<file path="src/rtl/bus_cycle_controller.sv">
// 68030 bus-cycle terminator: per-region wait states, DSACK port-size codes,
// internal or external acknowledge, bus-timeout BERR watchdog and CPU clock divider.
module bus_cycle_controller #(
  parameter int                     NUM_REGIONS    = 4,
  parameter int                     WAIT_WIDTH     = 4,
  parameter int                     SYNC_STAGES    = 2,
  parameter int                     TIMEOUT_CYCLES = 256,
  parameter logic [NUM_REGIONS-1:0] EXTERNAL_MASK  = 4'b1000,
  parameter int                     CPU_CLOCK_DIV  = 2
) (
  input  logic                            clock,
  input  logic                            reset,
  output logic                            cpu_clock,
  input  logic                            cpu_as,
  input  logic                            cpu_ds,
  input  logic [2:0]                      cpu_fc,
  input  logic [NUM_REGIONS-1:0]          region_select,
  input  logic [NUM_REGIONS*WAIT_WIDTH-1:0] region_wait,
  input  logic [NUM_REGIONS*2-1:0]        region_dsack,
  input  logic [NUM_REGIONS-1:0]          ext_ack,
  output logic [1:0]                      cpu_dsack,
  output logic                            cpu_berr,
  output logic                            cycle_active,
  output logic                            timeout_flag
);
  localparam int TW   = $clog2(TIMEOUT_CYCLES + 1);
  localparam int RW   = (NUM_REGIONS > 1) ? $clog2(NUM_REGIONS) : 1;
  localparam int HALF = CPU_CLOCK_DIV / 2;
  localparam int DW   = (HALF > 1) ? $clog2(HALF) : 1;

  typedef enum logic [2:0] {ST_IDLE, ST_WAIT, ST_ACK, ST_BERR, ST_CPU_SPACE} state_t;

  state_t                  state;
  logic [SYNC_STAGES-1:0]  as_sync, ds_sync;
  logic [NUM_REGIONS-1:0]  ext_sync [SYNC_STAGES];
  logic                    as_s, ds_s;
  logic [NUM_REGIONS-1:0]  ext_s;
  logic [RW-1:0]           region_reg, sel_idx, cur_idx;
  logic                    none_reg, sel_none, cur_none;
  logic [WAIT_WIDTH-1:0]   wait_cnt, cur_cfg_wait, cur_wait, wait_next;
  logic [TW-1:0]           timeout_cnt, to_next;
  logic [1:0]              cur_code;
  logic                    cur_ext, cur_ext_s, done, timed_out;
  logic [DW-1:0]           div_cnt;

  always_ff @(posedge clock) begin
    if (reset) begin
      as_sync     <= '1;
      ds_sync     <= '1;
      ext_sync[0] <= '1;
    end else begin
      as_sync     <= {as_sync[SYNC_STAGES-2:0], cpu_as};
      ds_sync     <= {ds_sync[SYNC_STAGES-2:0], cpu_ds};
      ext_sync[0] <= ext_ack;
    end
  end

  for (genvar gi = 1; gi < SYNC_STAGES; gi++) begin : g_ext_sync
    always_ff @(posedge clock) begin
      if (reset) ext_sync[gi] <= '1;
      else       ext_sync[gi] <= ext_sync[gi-1];
    end
  end

  assign as_s  = as_sync[SYNC_STAGES-1];
  assign ds_s  = ds_sync[SYNC_STAGES-1];
  assign ext_s = ext_sync[SYNC_STAGES-1];

  // The IDLE->WAIT edge counts as the first wait clock, so wait=0 acks on entry.
  always_comb begin
    sel_idx  = '0;
    sel_none = 1'b1;
    for (int i = NUM_REGIONS - 1; i >= 0; i--) begin
      if (!region_select[i]) begin
        sel_idx  = RW'(i);
        sel_none = 1'b0;
      end
    end
    cur_idx      = (state == ST_IDLE) ? sel_idx : region_reg;
    cur_none     = (state == ST_IDLE) ? sel_none : none_reg;
    cur_cfg_wait = '0;
    cur_code     = 2'b11;
    cur_ext      = 1'b0;
    cur_ext_s    = 1'b1;
    for (int i = 0; i < NUM_REGIONS; i++) begin
      if (RW'(i) == cur_idx) begin
        cur_cfg_wait = region_wait[i*WAIT_WIDTH +: WAIT_WIDTH];
        cur_code     = region_dsack[2*i +: 2];
        cur_ext      = EXTERNAL_MASK[i];
        cur_ext_s    = ext_s[i];
      end
    end
    cur_wait  = (state == ST_IDLE) ? cur_cfg_wait : wait_cnt;
    wait_next = (cur_wait == '0) ? '0 : cur_wait - 1'b1;
    done      = !cur_none && !ds_s && (cur_ext ? !cur_ext_s : (cur_wait == '0));
    to_next   = (timeout_cnt == TW'(TIMEOUT_CYCLES)) ? timeout_cnt : timeout_cnt + 1'b1;
    timed_out = (to_next >= TW'(TIMEOUT_CYCLES - 1));
  end

  always_ff @(posedge clock) begin
    if (reset) begin
      state        <= ST_IDLE;
      region_reg   <= '0;
      none_reg     <= 1'b0;
      wait_cnt     <= '0;
      timeout_cnt  <= '0;
      cpu_dsack    <= 2'b11;
      cpu_berr     <= 1'b1;
      cycle_active <= 1'b0;
      timeout_flag <= 1'b0;
    end else begin
      case (state)
        ST_IDLE: if (!as_s) begin
          cycle_active <= 1'b1;
          if (cpu_fc == 3'b111) begin
            state <= ST_CPU_SPACE;
          end else begin
            region_reg  <= sel_idx;
            none_reg    <= sel_none;
            wait_cnt    <= wait_next;
            timeout_cnt <= '0;
            if (done) begin
              state     <= ST_ACK;
              cpu_dsack <= cur_code;
            end else begin
              state <= ST_WAIT;
            end
          end
        end
        ST_WAIT: begin
          wait_cnt    <= wait_next;
          timeout_cnt <= to_next;
          if (as_s) begin
            state        <= ST_IDLE;
            cycle_active <= 1'b0;
          end else if (done) begin
            state     <= ST_ACK;
            cpu_dsack <= cur_code;
          end else if (timed_out) begin
            state        <= ST_BERR;
            cpu_berr     <= 1'b0;
            timeout_flag <= 1'b1;
          end
        end
        ST_ACK: if (as_s) begin
          state        <= ST_IDLE;
          cpu_dsack    <= 2'b11;
          cycle_active <= 1'b0;
        end
        ST_BERR: if (as_s) begin
          state        <= ST_IDLE;
          cpu_berr     <= 1'b1;
          cycle_active <= 1'b0;
        end
        ST_CPU_SPACE: if (as_s) begin
          state        <= ST_IDLE;
          cycle_active <= 1'b0;
        end
        default: state <= ST_IDLE;
      endcase
    end
  end

  always_ff @(posedge clock) begin
    if (reset) begin
      div_cnt   <= '0;
      cpu_clock <= 1'b0;
    end else if (div_cnt == DW'(HALF - 1)) begin
      div_cnt   <= '0;
      cpu_clock <= ~cpu_clock;
    end else begin
      div_cnt <= div_cnt + 1'b1;
    end
  end
endmodule
</file>
<file path="config.mk">
export PLATFORM = sky130hd
export DESIGN_NAME = bus_cycle_controller
export DESIGN_NICKNAME = d
export VERILOG_FILES = /design/src/rtl/bus_cycle_controller.sv
export SDC_FILE = /design/constraint.sdc
export NUM_CORES = 1
export LEC_CHECK = 0
export CAP_MARGIN = 20
export CELL_PAD_IN_SITES_DETAIL_PLACEMENT = 0
export CELL_PAD_IN_SITES_GLOBAL_PLACEMENT = 1
export CORE_UTILIZATION = 36
export DETAILED_ROUTE_END_ITERATION = 10
export PLACE_DENSITY_LB_ADDON = 0.1
export SLEW_MARGIN = 20
export SYNTH_ARGS = -nofsm -noshare
export SYNTH_HDL_FRONTEND = slang
export SYNTH_SLANG_ARGS = --single-unit
</file>
<file path="constraint.sdc">
create_clock -name clock -period 3 [get_ports clock]
set_clock_uncertainty 0.05 [all_clocks]
set_input_delay 0.45 -clock clock [delete_from_list [all_inputs] [get_ports clock]]
set_output_delay 0.45 -clock clock [all_outputs]
set_load 0.005 [all_outputs]
</file>
# --- After elaboration in Yosys (flattened, before gate mapping) ---
# Memories as Yosys holds them, arrays and structs flattened.
# Index checks and enable logic that the tools add are counted.
totals:
  ff_bits: 30
  wordCells: 126
  mem_bits_rw: 8
  memories: 1
  output_inout_bits: 6
memory_table:
  columns: ["memory", "words", "width", "read_ports", "rd_clocked_by_memory_dff", "wr", "line_no", "rtl"]
  rows:
  - ["ext_sync", 2, 4, 2, 0, 2, "35", "logic [NUM_REGIONS-1:0] ext_sync [SYNC_STAGES];"]
classes:
  mux: 60
  reduce_logical: 22
  n_bitwise: 7
  n_lt_le_gt_ge: 1
  eq_ne: 19
  n_addsub: 3
op_table:
  columns: ["operator", "n"]
  rows:
  - ["2-to-1 mux 4 bit", 10]
  - ["2-to-1 mux 2 bit", 15]
  - ["2-to-1 mux 9 bit", 3]
  - ["2-to-1 mux 1 bit", 20]
  - ["2-to-1 mux 3 bit", 6]
  - ["case mux 9 bit (2 select lines)", 1]
  - ["!= test 2 bit, second input constant", 7]
  - ["AND reduction 3 bit", 4]
  - ["AND reduction 5 bit", 2]
  - ["adder 9 x 1 -> 9 bit, second input constant", 1]
  - ["== test 9 bit, second input constant", 1]
  - [">= comparator 9 x 8 -> 1 bit, second input constant", 1]
  - ["case mux 3 bit (3 select lines)", 1]
  - ["case mux 4 bit (2 select lines)", 1]
  - ["== test 3 x 2 -> 1 bit, second input constant", 2]
  - ["== test 3 bit, second input constant", 2]
  - ["case mux 2 bit (3 select lines)", 1]
  - ["nonzero test 2 bit", 3]
  - ["inverter 1 bit", 5]
  - ["== test 2 bit, first input constant", 2]
  - ["zero test 4 bit", 1]
  - ["!= test 2 x 1 -> 1 bit, second input constant", 2]
  - ["!= test 4 bit, second input constant", 1]
  - ["case mux 1 bit (2 select lines)", 2]
  - ["other kinds (14)", 18]

# --- Depth between registers and ports, before layout ---
logic_depth:
  ltp_word: 18
  depth_mapped: 10
  ltp_nobuf: 9

# --- Least setup slack after synthesis ---
# Ideal clock, no wire load.
synth_path:
  kind: "input to register"
  start: "input port region_select[0]"
  end: "register state[0]"
  cell_stages: 8
  required_ps: 2831
  setup_slack_ps: 830
  arrival_time_ps: 2001
  cell_sequence: "clkbuf_1 inv_1 o31a_1 o221ai_1 nand3_1 o31ai_4 nand2_4 o221a_1"
synth_between:
  elab_chain_len: 15
synth_rtl:
  columns: ["element", "line_no", "rtl"]
  rows:
  - ["from (decl)", "17", "input logic [NUM_REGIONS-1:0] region_select,"]
  - ["2-to-1 mux 2 bit", "74", "if (!region_select[i]) begin"]
  - ["2-to-1 mux 2 bit", "79", "cur_idx = (state == ST_IDLE) ? sel_idx : region_reg;"]
  - ["zero test 2 bit", "86", "if (RW'(i) == cur_idx) begin"]
  - ["2-to-1 mux 4 bit (4 in series)", "86", null]
  - ["2-to-1 mux 4 bit", "93", "cur_wait = (state == ST_IDLE) ? cur_cfg_wait : wait_cnt;"]
  - ["zero test 4 bit", "95", "done = !cur_none && !ds_s && (cur_ext ? !cur_ext_s : (cur_wait == '0));"]
  - ["2-to-1 mux 1 bit", "95", null]
  - ["logical AND 1 bit *", "95", null]
  - ["2-to-1 mux 2 bit", "122", "if (done) begin"]
  - ["2-to-1 mux 3 bit", "115", "if (cpu_fc == 3'b111) begin"]
  - ["2-to-1 mux 3 bit", "113", "ST_IDLE: if (!as_s) begin"]
  - ["case mux 3 bit (3 select lines)", "112", "case (state)"]
  - ["to (signal assigned)", "116", "state <= ST_CPU_SPACE;"]
  - ["to (signal assigned)", "123", "state <= ST_ACK;"]
  - ["to (signal assigned)", "126", "state <= ST_WAIT;"]
  - ["to (decl)", "33", "state_t state;"]
# Every way passes the cells marked *; elsewhere a longest branch is shown, timed or not. The select of a mux whose other input is x is not followed.
# A chain may end at the register's enable or synchronous reset.

# --- Worst setup path in the final report ---
layout_path:
  start: "input port region_select[2]"
  end: "register state[0]"
layout_between:
  elab_chain_len: 17
layout_rtl:
  columns: ["element", "line_no"]
  rows:
  - ["2-to-1 mux 2 bit (3 in series)", "74"]
  - ["2-to-1 mux 2 bit", "79"]
  - ["zero test 2 bit", "86"]
  - ["2-to-1 mux 4 bit (4 in series)", "86"]
  - ["2-to-1 mux 4 bit", "93"]
  - ["zero test 4 bit", "95"]
  - ["2-to-1 mux 1 bit", "95"]
  - ["logical AND 1 bit *", "95"]
  - ["2-to-1 mux 2 bit", "122"]
  - ["2-to-1 mux 3 bit", "115"]
  - ["2-to-1 mux 3 bit", "113"]
  - ["case mux 3 bit (3 select lines)", "112"]
# Marked as above.

==> summary by stage <==
STA
The portion of the clock cycle consumed by the worst path in the final layout is 0.862. The highest attainable clock frequency is 387 MHz. Setup violations remaining at the end of the flow were counted as 0. The smallest hold slack is 0.359 ns. At the pin with the least slew margin, the transition time is 0.587 ns. The final worst-path setup slack is 0.413 ns. Setup repair after global routing left no endpoint under its margin.

The number of pins with negative max-slew slack in the final report was 0. The number of failing hold endpoints at the final stage is 0. The accumulated negative setup slack is 0 ns. For the finished layout, the period the worst path requires is 2.59 ns.

Measured against its own limit, the worst slew margin works out to 0.606.

Worst setup path
The beginning of the worst register-to-register path is state[0]. The worst setup path is captured at a flip-flop. The maximum fanout count along the critical path is 9. Tracing the worst setup path back leads to its startpoint at region_select[2]. The worst reg-to-reg path cell count is 7. The arrival time reported for the critical path endpoint is 2.71 ns.

The minimum setup slack among reg-to-reg paths is 0.70 ns. STA classifies the critical path startpoint as an input port. The worst register-to-register path ends at state[0].

By startpoint and endpoint, the worst setup path is classified as in -> reg. At the worst endpoint, the required time is about 3.1 ns.

Global routing
The initial antenna violation count is 0. The maximum number of pins on one net before global-route repair is 22. The via count of the first global-routing pass is 1609. The first global-routing pass estimated between 7000 and 8000 um of wire.

In the global route stage, overall resource usage came out at 0.174. For this run the aggregate overflow at the end of global routing stands at 0.

Hold path
The class of the most critical hold timing path is reg -> reg. The source of the worst hold timing path is ext_sync[0][3]. The endpoint of the worst hold-timing path is ext_sync[1][3]. Counting instances, the worst hold path has a depth of 1.

Clocking
The clock buffer count from CTS is 5. The number of sinks driven by the clock tree is 32. TritonCTS built the clock tree.

The clock network latency to the later pin of the worst-skew pair is 0.28 ns. The H-tree was split into 2 levels. Clock-pin slew was measured on the worst setup and hold paths at approximately 0.07 ns.

Post-CTS repair changed the size of 0 cells. The master cell of the clock root buffer is clkbuf_8. After clock tree synthesis, the setup repair step added 0 buffers. The hold-fix buffer count after cts is 0. The maximum clock path buffer count is 2.

Layout
At the end of the flow, the number of nets in the layout was approximately 330. Of the cells placed in the final design, the portion with a size suffix greater than 1 is 0.116. The flip-flop and latch area is 641 um2.

The area overhead of the layout relative to synthesis is 28.8%. The number of antenna diodes in the final layout is 0. The largest registers in the layout are timeout_cnt x9, wait_cnt x4, state x3. The count of cells in the finished layout, fillers not included, comes to 354. timeout_cnt holds more flip-flops than any other register.

The core occupancy in the finished layout is 0.487. The register with the most flip-flops in the layout has 9 of them. The layout filler cell count is about 500. In the final layout, the multi-input gates occupy 1210 um2. The final cell area excluding filler cells is 2520 um2.

Synth
The synthesized area per cell is 8.09 um2. In the synthesized netlist, the cells that appear most often are dfxtp_1 (32), nor2_1 (28), nand2_1 (26), a21oi_1 (17), o21ai_0 (11). Synthesis inferred 32 register bits. The number of flops mapped to enable cells by yosys is 0. Ranked by total cell area, the synthesized netlist is headed by dfxtp_1 (33%), nor2_1 (5.4%), nand2_1 (5.0%). The distinct cell type count after synthesis is 59. By instance count, the leading cell after synthesis is dfxtp_1. In the synthesized netlist the dominant register cell turns out to be dfxtp_1. The netlist area before placement is 1960 um2. For this run, the register share of the synthesized area comes to 0.327. Counting every net in the synthesized netlist gives 284. The number of standard cells after synthesis is 242. The share of synthesized area in the top cell type comes to 0.327. dfxtp_1 takes more of the synthesized area than any other cell. The warning count from the yosys run is 0. Of all flip-flops after synthesis, the portion carrying an async set or reset was 0.

Place
The routability-driven placement congestion ratio is roughly 0.79. The count of input and output buffers is 41. The number of placed instances with taps included is 346.

The wire-length estimate of the detail-placed layout is 3410 um. In this run the cell area measured after placement is 2410 um2. The pre-CTS setup slack is approximately 0.13 ns.

Floorplan
The area of the die is 5740 um2. The row count is 26. The die span in y is 75.8 um. The floorplan step defined a core boundary enclosing 5170 um2. The number of ports placed on the die boundary is 45.

The initial cell density of the core is 0.379. From left edge to right edge, the die measures 75.8 um.

Pwr
Summing internal, switching and leakage power gives 1.01 mW. The reported leakage power is 0.960 nW. The maximum resistive drop on vdd is 0.000210 V.

In this run the power density over the cells is approximately 400 nW/um2.

Route
The mean routed wirelength per cell is 13.0 um. The number of nets with antenna violations after routing is 0. The aggregate routed wire length is 4590 um. The routed layout has 1802 vias.

The detailed router finished its first iteration with 77 violations. The count of unresolved DRC violations after routing is 0. After detailed routing, the number of vias per cell comes to 5.09. The detailed-routing iteration count for the pre-antenna-repair pass is 4.

Status
The flow ran to the end, and the final reports show no timing, DRC or antenna violations.

Flow run
Across the run, the number of max-cap violations was 0.
## kinds of logic (layout without fill, tap and decap cells)
| kind of cell | after synthesis | in the layout | synth area share |
|---|---|---|---|
| AND/OR/NAND/NOR | 106 | 106 | 0.292 |
| flip-flops | 32 | 32 | 0.327 |
| buffers and inverters | 20 | 62 | 0.0562 |
| other | 1 | 1 | 0.00192 |
| adder cells (fa/ha/maj) | 3 | 3 | 0.0192 |
| AO/OA/AOI/OAI | 69 | 69 | 0.249 |
| XOR/XNOR | 4 | 4 | 0.0179 |
| multiplexers | 7 | 7 | 0.0371 |
## cell usage in the layout, fill, tap and decap left out, types with 3 or more instances in the layout
| master | instances |
|---|---|
| a21oi_1 | 17 |
| a22oi_1 | 3 |
| a311oi_1 | 4 |
| a31oi_1 | 7 |
| and3_1 | 5 |
| buf_4 | 5 |
| clkbuf_8 | 5 |
| clkdlybuf4s50_1 | 41 |
| dfxtp_1 | 32 |
| ha_1 | 3 |
| inv_1 | 8 |
| mux2i_1 | 5 |
| nand2_1 | 26 |
| nand2b_1 | 4 |
| nand3_1 | 8 |
| nor2_1 | 28 |
| nor3_1 | 6 |
| nor3b_1 | 3 |
| o21ai_0 | 11 |
| o221ai_1 | 4 |
| or2_2 | 7 |
| xor2_1 | 3 |
## power by group
| group | total (mW) | internal (mW) | leakage (nW) | switching, mW |
|---|---|---|---|---|
| registers | 0.445 | 0.437 | 0.261 | 0.00852 |
| clock network | 0.401 | 0.246 | 0.0552 | 0.155 |
| logic | 0.162 | 0.0881 | 0.644 | 0.0739 |
| total | 1.01 | 0.771 | 0.960 | 0.237 |
## critical path: stages
cell             delay (ns)
clkdlybuf4s50_1        0.55
nand2b_1               0.22
o221ai_1               0.14
o221ai_1               0.32
nand3_1                0.20
o31ai_4                0.46
nand2_4                0.11
o221a_1                0.25
## worst max path at each step
stage	end	slack [ns]	cells after the start
after global placement	state[0]	0.14	8
after CTS	state[0]	0.42	8
after detailed placement	state[0]	0.13	8
final	state[0]	0.41	8
after floorplan	state[0]	0.83	8
after global routing	state[0]	0.29	8
## area by class of cell
class                      count  area share
clock buffer                   6      0.0288
clock inverter                 2      0.0139
inverter                       8      0.0119
multi-input combinational    190       0.479
sequential                    32       0.254
tap                           70      0.0347
timing repair buffer          46       0.178
## metal layers
| layer | wire length [um] | up-vias | GRT usage |
|---|---|---|---|
| met5 | 0 | - | 0 |
| met4 | 54 | 0 | 0.0494 |
| met3 | 164 | 5 | 0.0437 |
| met2 | 2040 | 32 | 0.284 |
| met1 | 2330 | 801 | 0.226 |
| li1 | - | 964 | - |
Power figures use the tool's default switching activity.
